===== config.mk =====
export PLATFORM = sky130hd
export DESIGN_NAME = tape_player
export DESIGN_NICKNAME = d
export VERILOG_FILES = /design/src/rtl/tape_player.sv
export SDC_FILE = /design/constraint.sdc
export NUM_CORES = 1
export LEC_CHECK = 0
export BUFFER_PORTS_ARGS = -buffer_cell sky130_fd_sc_hd__buf_2
export CAP_MARGIN = 20
export CORE_UTILIZATION = 40
export CTS_CLUSTER_DIAMETER = 40
export DETAILED_ROUTE_END_ITERATION = 6
export HOLD_SLACK_MARGIN = 0.05
export PLACE_DENSITY = 0.62
export SETUP_SLACK_MARGIN = 0.3
export SLEW_MARGIN = 20
export SYNTH_ARGS = -nofsm -noshare
export SYNTH_HDL_FRONTEND = slang
export SYNTH_SLANG_ARGS = --single-unit

===== constraint.sdc =====
create_clock -name clk -period 7.77 [get_ports clk]
set_input_delay 1.554 -clock clk [delete_from_list [all_inputs] [get_ports clk]]
set_output_delay 1.554 -clock clk [all_outputs]
set_load 0.01 [all_outputs]

===== src/rtl/tape_player.sv =====
// Cassette-tape emulator: streams a byte file out of RAM as a 1200/2400-baud FSK signal,
// turning each 8-byte header block into a silence gap followed by a sync tone.
module tape_player #(
  parameter int ADDR_W     = 27,
  parameter int CE_HZ      = 5369318,
  parameter int LONG_BITS  = 8000,
  parameter int SHORT_BITS = 2000,
  parameter int GAP_BITS   = 1200
) (
  input  logic              clk,
  input  logic              reset_n,
  input  logic              ce,
  input  logic              play,
  input  logic              rewind,
  input  logic              turbo,
  input  logic [ADDR_W-1:0] data_len,
  output logic [ADDR_W-1:0] ram_a,
  output logic              ram_rd,
  input  logic [7:0]        ram_di,
  input  logic              ram_ready,
  output logic              cas_out,
  output logic              playing,
  output logic              at_end,
  output logic [2:0]        state_dbg
);

  localparam int HALF      = CE_HZ / 4800;
  localparam int GAP_TICKS = GAP_BITS * 4 * HALF;
  localparam int TW        = $clog2(2 * HALF + 1);
  localparam logic [63:0] HEADER = 64'h1FA6_DEBA_CC13_7D74;

  typedef enum logic [2:0] {
    S_IDLE  = 3'd0,
    S_FETCH = 3'd1,
    S_CHECK = 3'd2,
    S_GAP   = 3'd3,
    S_SYNC  = 3'd4,
    S_BYTE  = 3'd5,
    S_DONE  = 3'd6
  } state_t;

  state_t            state_q, state_d;
  logic [ADDR_W-1:0] ptr_q, ptr_d;
  logic [ADDR_W-1:0] a_q, a_d;
  logic              rd_q, rd_d;
  logic              cas_q, cas_d;
  logic              long_q, long_d;
  logic [3:0]        idx_q, idx_d;
  logic [3:0]        bit_cnt_q, bit_cnt_d;
  logic [31:0]       cnt_q, cnt_d;
  logic [TW-1:0]     tick_q, tick_d;
  logic [1:0]        half_q, half_d;
  logic              cur_bit_q, cur_bit_d;
  logic              fast_q, fast_d;
  logic [63:0]       buf_q, buf_d;

  logic              adv;
  logic [ADDR_W-1:0] rem;
  logic [3:0]        n_bytes;
  logic              is_hdr;
  logic [7:0]        cur_byte;
  logic              nxt_bit;
  logic [TW-1:0]     hp_len;
  logic              half_done;
  logic              last_half;
  logic [31:0]       sync_bits;
  logic              load_bit;
  logic              load_val;

  // Byte i of the block sits at buf_q[63-8i -: 8], so the header compares as one literal.
  assign adv       = ce & play;
  assign rem       = data_len - ptr_q;
  assign n_bytes   = (ptr_q >= data_len) ? 4'd0 :
                     (rem >= ADDR_W'(8)) ? 4'd8 : rem[3:0];
  assign is_hdr    = (n_bytes == 4'd8) && (ptr_q[2:0] == 3'd0) && (buf_q == HEADER);
  assign cur_byte  = buf_q[{~idx_q[2:0], 3'b000} +: 8];
  assign nxt_bit   = (bit_cnt_q <= 4'd7) ? cur_byte[bit_cnt_q[2:0]] : 1'b1;
  assign sync_bits = long_q ? 32'(LONG_BITS) : 32'(SHORT_BITS);

  always_comb begin
    hp_len = cur_bit_q ? TW'(HALF) : TW'(2 * HALF);
    if (fast_q) hp_len = hp_len >> 1;
  end

  assign half_done = (tick_q == hp_len - TW'(1));
  assign last_half = cur_bit_q ? (half_q == 2'd3) : (half_q == 2'd1);

  always_comb begin
    state_d   = state_q;
    ptr_d     = ptr_q;
    a_d       = a_q;
    rd_d      = rd_q;
    cas_d     = cas_q;
    long_d    = long_q;
    idx_d     = idx_q;
    bit_cnt_d = bit_cnt_q;
    cnt_d     = cnt_q;
    tick_d    = tick_q;
    half_d    = half_q;
    cur_bit_d = cur_bit_q;
    fast_d    = fast_q;
    buf_d     = buf_q;
    load_bit  = 1'b0;
    load_val  = 1'b0;

    if (rewind) begin
      state_d = S_IDLE;
      ptr_d   = '0;
      a_d     = '0;
      rd_d    = 1'b0;
      cas_d   = 1'b0;
      long_d  = 1'b1;
      idx_d   = 4'd0;
      cnt_d   = 32'd0;
      tick_d  = '0;
      half_d  = 2'd0;
    end else begin
      unique case (state_q)
        S_IDLE: begin
          if (adv) begin
            idx_d   = 4'd0;
            state_d = (ptr_q < data_len) ? S_FETCH : S_DONE;
          end
        end
        S_FETCH: begin
          // A read already in flight completes even while paused.
          if (rd_q) begin
            if (ram_ready) begin
              buf_d[{~idx_q[2:0], 3'b000} +: 8] = ram_di;
              idx_d = idx_q + 4'd1;
              rd_d  = 1'b0;
            end
          end else if (adv) begin
            if (idx_q == n_bytes) begin
              state_d = S_CHECK;
            end else begin
              rd_d = 1'b1;
              a_d  = ptr_q + ADDR_W'(idx_q);
            end
          end
        end
        S_CHECK: begin
          if (adv) begin
            if (n_bytes == 4'd0) begin
              state_d = S_IDLE;
            end else if (is_hdr) begin
              state_d = S_GAP;
              cnt_d   = 32'd0;
            end else begin
              state_d   = S_BYTE;
              idx_d     = 4'd0;
              bit_cnt_d = 4'd0;
              load_bit  = 1'b1;
              load_val  = 1'b0;
            end
          end
        end
        S_GAP: begin
          if (adv) begin
            if (cnt_q == 32'(GAP_TICKS - 1)) begin
              state_d  = S_SYNC;
              cnt_d    = 32'd0;
              load_bit = 1'b1;
              load_val = 1'b1;
            end else begin
              cnt_d = cnt_q + 32'd1;
            end
          end
        end
        S_SYNC, S_BYTE: begin
          if (adv) begin
            if (!half_done) begin
              tick_d = tick_q + TW'(1);
            end else if (!last_half) begin
              cas_d  = ~cas_q;
              half_d = half_q + 2'd1;
              tick_d = '0;
            end else if (state_q == S_SYNC) begin
              if (cnt_q == sync_bits - 32'd1) begin
                ptr_d   = ptr_q + ADDR_W'(8);
                long_d  = ~long_q;
                state_d = S_FETCH;
                idx_d   = 4'd0;
                cas_d   = 1'b0;
              end else begin
                cnt_d    = cnt_q + 32'd1;
                load_bit = 1'b1;
                load_val = 1'b1;
              end
            end else if (bit_cnt_q == 4'd10) begin
              if (idx_q == n_bytes - 4'd1) begin
                ptr_d   = ptr_q + ADDR_W'(n_bytes);
                state_d = S_IDLE;
                cas_d   = 1'b0;
              end else begin
                idx_d     = idx_q + 4'd1;
                bit_cnt_d = 4'd0;
                load_bit  = 1'b1;
                load_val  = 1'b0;
              end
            end else begin
              bit_cnt_d = bit_cnt_q + 4'd1;
              load_bit  = 1'b1;
              load_val  = nxt_bit;
            end
          end
        end
        S_DONE: begin
          cas_d = 1'b0;
        end
        default: state_d = S_IDLE;
      endcase
    end

    // Every bit starts high; turbo is latched here so it only changes on bit boundaries.
    if (load_bit) begin
      cas_d     = 1'b1;
      tick_d    = '0;
      half_d    = 2'd0;
      cur_bit_d = load_val;
      fast_d    = turbo;
    end
  end

  always_ff @(posedge clk or negedge reset_n) begin
    if (!reset_n) begin
      state_q   <= S_IDLE;
      ptr_q     <= '0;
      a_q       <= '0;
      rd_q      <= 1'b0;
      cas_q     <= 1'b0;
      long_q    <= 1'b1;
      idx_q     <= 4'd0;
      bit_cnt_q <= 4'd0;
      cnt_q     <= 32'd0;
      tick_q    <= '0;
      half_q    <= 2'd0;
      cur_bit_q <= 1'b0;
      fast_q    <= 1'b0;
      buf_q     <= 64'd0;
    end else begin
      state_q   <= state_d;
      ptr_q     <= ptr_d;
      a_q       <= a_d;
      rd_q      <= rd_d;
      cas_q     <= cas_d;
      long_q    <= long_d;
      idx_q     <= idx_d;
      bit_cnt_q <= bit_cnt_d;
      cnt_q     <= cnt_d;
      tick_q    <= tick_d;
      half_q    <= half_d;
      cur_bit_q <= cur_bit_d;
      fast_q    <= fast_d;
      buf_q     <= buf_d;
    end
  end

  assign ram_a     = a_q;
  assign ram_rd    = rd_q;
  assign cas_out   = cas_q & play;
  assign playing   = play & (state_q != S_IDLE) & (state_q != S_DONE);
  assign at_end    = (state_q == S_DONE);
  assign state_dbg = state_q;

endmodule


Word level (Yosys, flattened, before mapping). Index checks and enable logic that the tools add are counted.

Input port bits: 42. Output and inout bits: 34. Word-level logic and storage cells: 267. Register bits: 180.

$lt $le $gt $ge: 5. Muxes and demuxes: 133. Reductions and logical operators: 34. Shift operators: 3. $add $sub $neg: 13. Equal/unequal tests: 57. Bitwise logic cells: 8.

Operators by type and width (count): $mux 27 (14); $mux 32 (11); $mux 12 (8); $pmux 32 s3 (1); $mux 4 (22); $bwmux 64 (1); $eq 64x61->1 const B (1); $shift 8x8->64 const A (1); $shiftx 64x7->8 (1); $shiftx 8x8->64 (1); $ne 3x3->1 const B (19); $add 27x4->27 (2); $mux 3 (18); $mux 1 (44); $add 32x1->32 const B (1); $eq 32x23->1 const B (1); $eq 32x32->1 (1); $add 27x4->27 const B (1); $ge 27x27->1 (1); $ge 27x4->1 const B (1); $lt 27x27->1 (1); $sub 27x27->27 (1); $ne 4x4->1 const B (6); $ne 2x2->1 const B (10); other kinds (46) (85).

Logic depth before layout (Yosys ltp).
Depth in word-level cells: 16. Gate-level depth with buffers: 28. Gate-level depth less buffers: 26.

Least setup slack after synthesis. No wires, ideal clock.

Path kind: input-to-reg. From: input port data_len[0]. To: register ptr_q[18]. Library setup time: 0.127 ns. Buffers on the path: 0. Stages on the path: 22. Data required time: 7.643 ns. Arrival: 6.584 ns. Slack: 1.058 ns. Cells stage by stage: inv_1 > ha_1 > fa_1 > nand2b_1 > a211oi_1 > o2111a_2 > or3_1 > o2111ai_1 > nor4_1 > nand4_1 > nor4b_4 > nand2_2 > or2_2 > ha_1 > xnor2_1 > xor2_1 > nor3_1 > o2111a_1 > or3b_4 > a211oi_4 > nand4b_1 > mux2_1.

Cells in the longest elaborated chain, start to end: 13. Elaborated cells on any way between the ends: 18. Classes of those cells: add/sub (3); order compare (2); eq/ne (1); mux (10); reduce/logical (2).

RTL lines: start: declaration (line 16) `input logic [ADDR_W-1:0] data_len,`; $sub 27x27->27 (line 72) `assign rem = data_len - ptr_q;`; $ge 27x4->1 (line 74) `(rem >= ADDR_W'(8)) ? 4'd8 : rem[3:0];`; $mux 4 (line 74); $mux 4 (*) (line 73) `assign n_bytes = (ptr_q >= data_len) ? 4'd0 :`; $add 27x4->27 (line 192) `ptr_d = ptr_q + ADDR_W'(n_bytes);`; $mux 27 (line 191) `if (idx_q == n_bytes - 4'd1) begin`; $mux 27 (line 190) `end else if (bit_cnt_q == 4'd10) begin`; $mux 27 (line 178) `end else if (state_q == S_SYNC) begin`; $mux 27 (line 174) `end else if (!last_half) begin`; $mux 27 (line 172) `if (!half_done) begin`; $mux 27 (line 171) `if (adv) begin`; $mux 27 (line 118) `unique case (state_q)`; $mux 27 (line 106) `if (rewind) begin`; end signal: assignment (line 243) `ptr_q <= ptr_d;`; end: declaration (line 43) `logic [ADDR_W-1:0] ptr_q, ptr_d;`.

Mark *: on every way between the ends. The rest lies on a longest branch, timed or not. The select of a mux whose other input is x is not followed. A chain may end at the register's enable or synchronous reset.

Worst setup path after layout. Ends and elaborated chain as after synthesis.

==> impl_metrics.tcl <==
set metrics [dict create \
    outcome "finished clean" \
    start_kind "primary input" \
    grt_usage 0.2199 \
    routedWlPerCell_um 19.09 \
    cts_tree "built" \
    hold_path.class "reg2reg" \
    path_cells "buf_2 -> inv_1 -> ha_1 -> fa_1 -> nand2b_1 -> a211oi_1 -> o2111a_2 -> or3_1 -> o2111ai_1 -> nor4_1 -> nand4_1 -> nor4b_4 -> nand2_2 -> or2_2 -> ha_1 -> xnor2_1 -> xor2_1 -> nor3_1 -> o2111a_1 -> or3b_4 -> a211oi_4 -> nand4b_1 -> mux2_1" \
    grt_max_degree 115 \
    worst-setup-path-type "in2reg" \
    die_y_um 180.4 \
    ys_seq_area_frac 0.3539 \
    tns_ns 0 \
    die_w_um 180.4 \
    clk_path_buf_depth 2 \
    drv_slew 0 \
    cts_hold_buffers 0 \
    cp_max_fo 9 \
    io_pins 76 \
    wl_met2_um 15960 \
    ys_types 93 \
    fin_ws_ns 0.8004 \
    maxSlewHeadroom 0.3885 \
    root_buffer "clkbuf_16" \
    worstPathArrival_ns 7.29 \
    syn-num-nets 1478 \
    reg2reg_to "ptr_q[18]$_DFFE_PN0P_" \
    syn_inst 1387 \
    fin_area_um2 14020 \
    ys_ff_latch 180 \
    top_layer "met5" \
    hold_depth 2 \
    r2r_start "ptr_q[18]$_DFFE_PN0P_" \
    final.min_clock_period_ns 6.970 \
    power.total_mw 2.363 \
    grt_pass1_vias 10550 \
    core_um2 30910 \
    synthesis.area_um2 12730 \
    hp-start "cnt_q[1]$_DFFE_PN0P_" \
    holdWs_ns 0.5070 \
    rsz0062_at_grt "no" \
    synth_largest_area_cell "dfrtp_1" \
    dp_slack_ns 0.3853 \
    rows 64 \
    clock.fmax_ghz 0.1435 \
    worst_clock_skew_ns 0.01009 \
    synthFlopType "dfrtp_1" \
    synth-edff-count 0 \
    fin_crit_sh 0.8970 \
    p_per_area_nw_per_um2 168.5 \
    reg2reg_depth 21 \
    h-tree-depth 4 \
    syn_avg_cell_area_um2 9.178 \
    dpl.hpwl_um 26000 \
    fillCellCount 2990 \
    hold_path_end "cnt_q[1]$_DFFE_PN0P_" \
    drive_gt1_frac 0.1712 \
    postRouteWirelength_um 35100 \
    r2r_slack_ns 1.51 \
    start_util 0.4118 \
    area_growth_pct 10.16 \
    async_reset_ff_frac 1.000 \
    antenna_found_initial 1 \
    nets 1522 \
    clk_latency_ns 0.44 \
    vias 10900 \
    cpPeakStageDelay_ns 0.48 \
    cts_made_buffers 17 \
    setup-violations-final 0 \
    grt_overflow_total 0 \
    routed_via_density 5.929 \
    crit_path_frequent_cell "ha_1" \
    drtPass1Iterations 5 \
    insertedDiodeCount 0 \
    detail-route-antenna-nets 0 \
    worstMarginPinSlew_ns 0.9172 \
    wl_met3_um 1823 \
    synth-warning-count 0 \
    die_area_um2 32540 \
    critPathCaptureType "flop" \
    max-cap-violations 0 \
    hold_viol_final 0 \
    synth_top_cell_area_share 0.3519 \
    grt_pass1_wl_um 57640 \
    cts_sinks 180 \
    synthTopCellsByArea "dfrtp_1, mux2_2, nor2_1" \
    place_area_um2 13430 \
    wirelength_met1_um 16580 \
    port_buffers 75 \
    p_leak_nw 6.118 \
    route.detailed.drc 0 \
    drtIter0Drc 874 \
    place.gp.congestion 0.9375 \
    path_clk_slew_ns 0.07 \
    cpMaxStageDelayCell "a211oi_4" \
    crit_required_ns 8.09 \
    ir_drop_v 0.0001619 \
]
-- kinds of logic after synthesis --
logic type	after synthesis	share of synthesized area
and+or+nand+nor	581	0.2335
buffers and inverters	123	0.04285
muxes	128	0.1285
DFF	180	0.3539
AOI/OAI and AO/OA	250	0.1390
adders and majority gates	49	0.04993
xor gates and xnor gates	76	0.05229
-- Yosys cell counts (10+ instances only) --
cell type	n
clkbuf_1	45
nand2_1	121
xor2_1	20
nand2b_1	15
nor4_1	24
nand3_1	42
nor2_1	173
a21o_1	13
a211oi_1	13
inv_1	53
buf_2	11
nand4_1	39
ha_1	46
xnor2_1	56
nor2b_1	13
nor3_1	43
mux2_2	68
o211ai_1	12
nor3b_1	11
o21ai_1	11
and3_1	18
o21ai_0	48
mux4_2	21
mux2i_1	34
a21oi_1	57
and2_1	10
dfrtp_1	179
nand4b_1	12
-- through the flow --
stage | utilization | cells
after CTS | 0.4537 | 1839
final | 0.4537 | 1839
after global routing | 0.4537 | 1839
after floorplan | - | 1387
after detailed placement | 0.4345 | 1808
after global placement | 0.4345 | 1808
-- critical path, delay by kind of cell --
family                     cells  cell delay (ns)
adders and majority gates      3             0.87
and+or+nand+nor               10             2.34
AOI/OAI and AO/OA              5             1.53
muxes                          1             0.32
buffers and inverters          2             0.15
xor gates and xnor gates       2             0.52
-- flip-flops by register name, summed over array words and instances (netlist names), 3 cells and up --
name / flops
ram_a: 27
state_dbg: 3
idx_q: 4
tick_q: 12
cnt_q: 32
bit_cnt_q: 4
ptr_q: 27
buf_q: 64
-- worst max path at each step --
stage / from / end / slack, ns
after detailed placement: data_len[0] / ptr_q[3]$_DFFE_PN0P_ / 0.39
after global placement: data_len[0] / ptr_q[3]$_DFFE_PN0P_ / 0.48
final: data_len[0] / ptr_q[18]$_DFFE_PN0P_ / 0.80
after floorplan: data_len[0] / ptr_q[18]$_DFFE_PN0P_ / 1.06
after global routing: data_len[0] / ptr_q[3]$_DFFE_PN0P_ / 0.44
after CTS: data_len[0] / ptr_q[3]$_DFFE_PN0P_ / 0.79
-- layer usage --
layer,global-route usage,vias up
li1,-,5179
met1,0.3116,5340
met2,0.3434,334
met3,0.03496,48
met4,0.06769,2
met5,0,-
-- layout make-up --
type                       count  area [um2]  share of cell area
multi-input combinational   1084        7696              0.5488
sequential                   180        4506              0.3213
timing repair buffer          92       524.3             0.03738
tap                          396       495.5             0.03533
clock buffer                  20       466.7             0.03328
inverter                      56       210.2             0.01499
clock inverter                11       125.1            0.008922
-- cell usage in the layout, fill, tap and decap left out, types with 12 or more instances in the layout --
cell       synthesis  routed
mux2i_1           34      34
o21ai_0           48      48
xnor2_1           56      56
nand2b_1          15      15
ha_1              46      46
nand4_1           39      39
inv_1             53      53
nand2_1          121     121
nor4_1            24      24
nor2b_1           13      13
mux2_2            68      68
clkbuf_16          0      17
nand4b_1          12      12
and3_1            18      18
buf_2             11      74
xor2_1            20      20
nand3_1           42      42
nor3_1            43      43
a21oi_1           57      57
nor2_1           173     173
mux4_2            21      21
buf_4              2      16
a21o_1            13      12
a211oi_1          13      13
o211ai_1          12      12
dfrtp_1          179     179
-- where the power goes --
group	switching [mW]	total, mW	leakage [nW]	internal, mW
Combinational	0.284	0.468	3.32	0.184
Sequential	0.0502	1.01	2.50	0.964
Clock	0.381	0.880	0.289	0.500
Total	0.715	2.36	6.12	1.65
-- repair_timing --
item	CTS	global route
endpoints found under the setup margin	0	1
resized for setup	0	1
buffers inserted	0	0
Power figures use the tool's default switching activity.
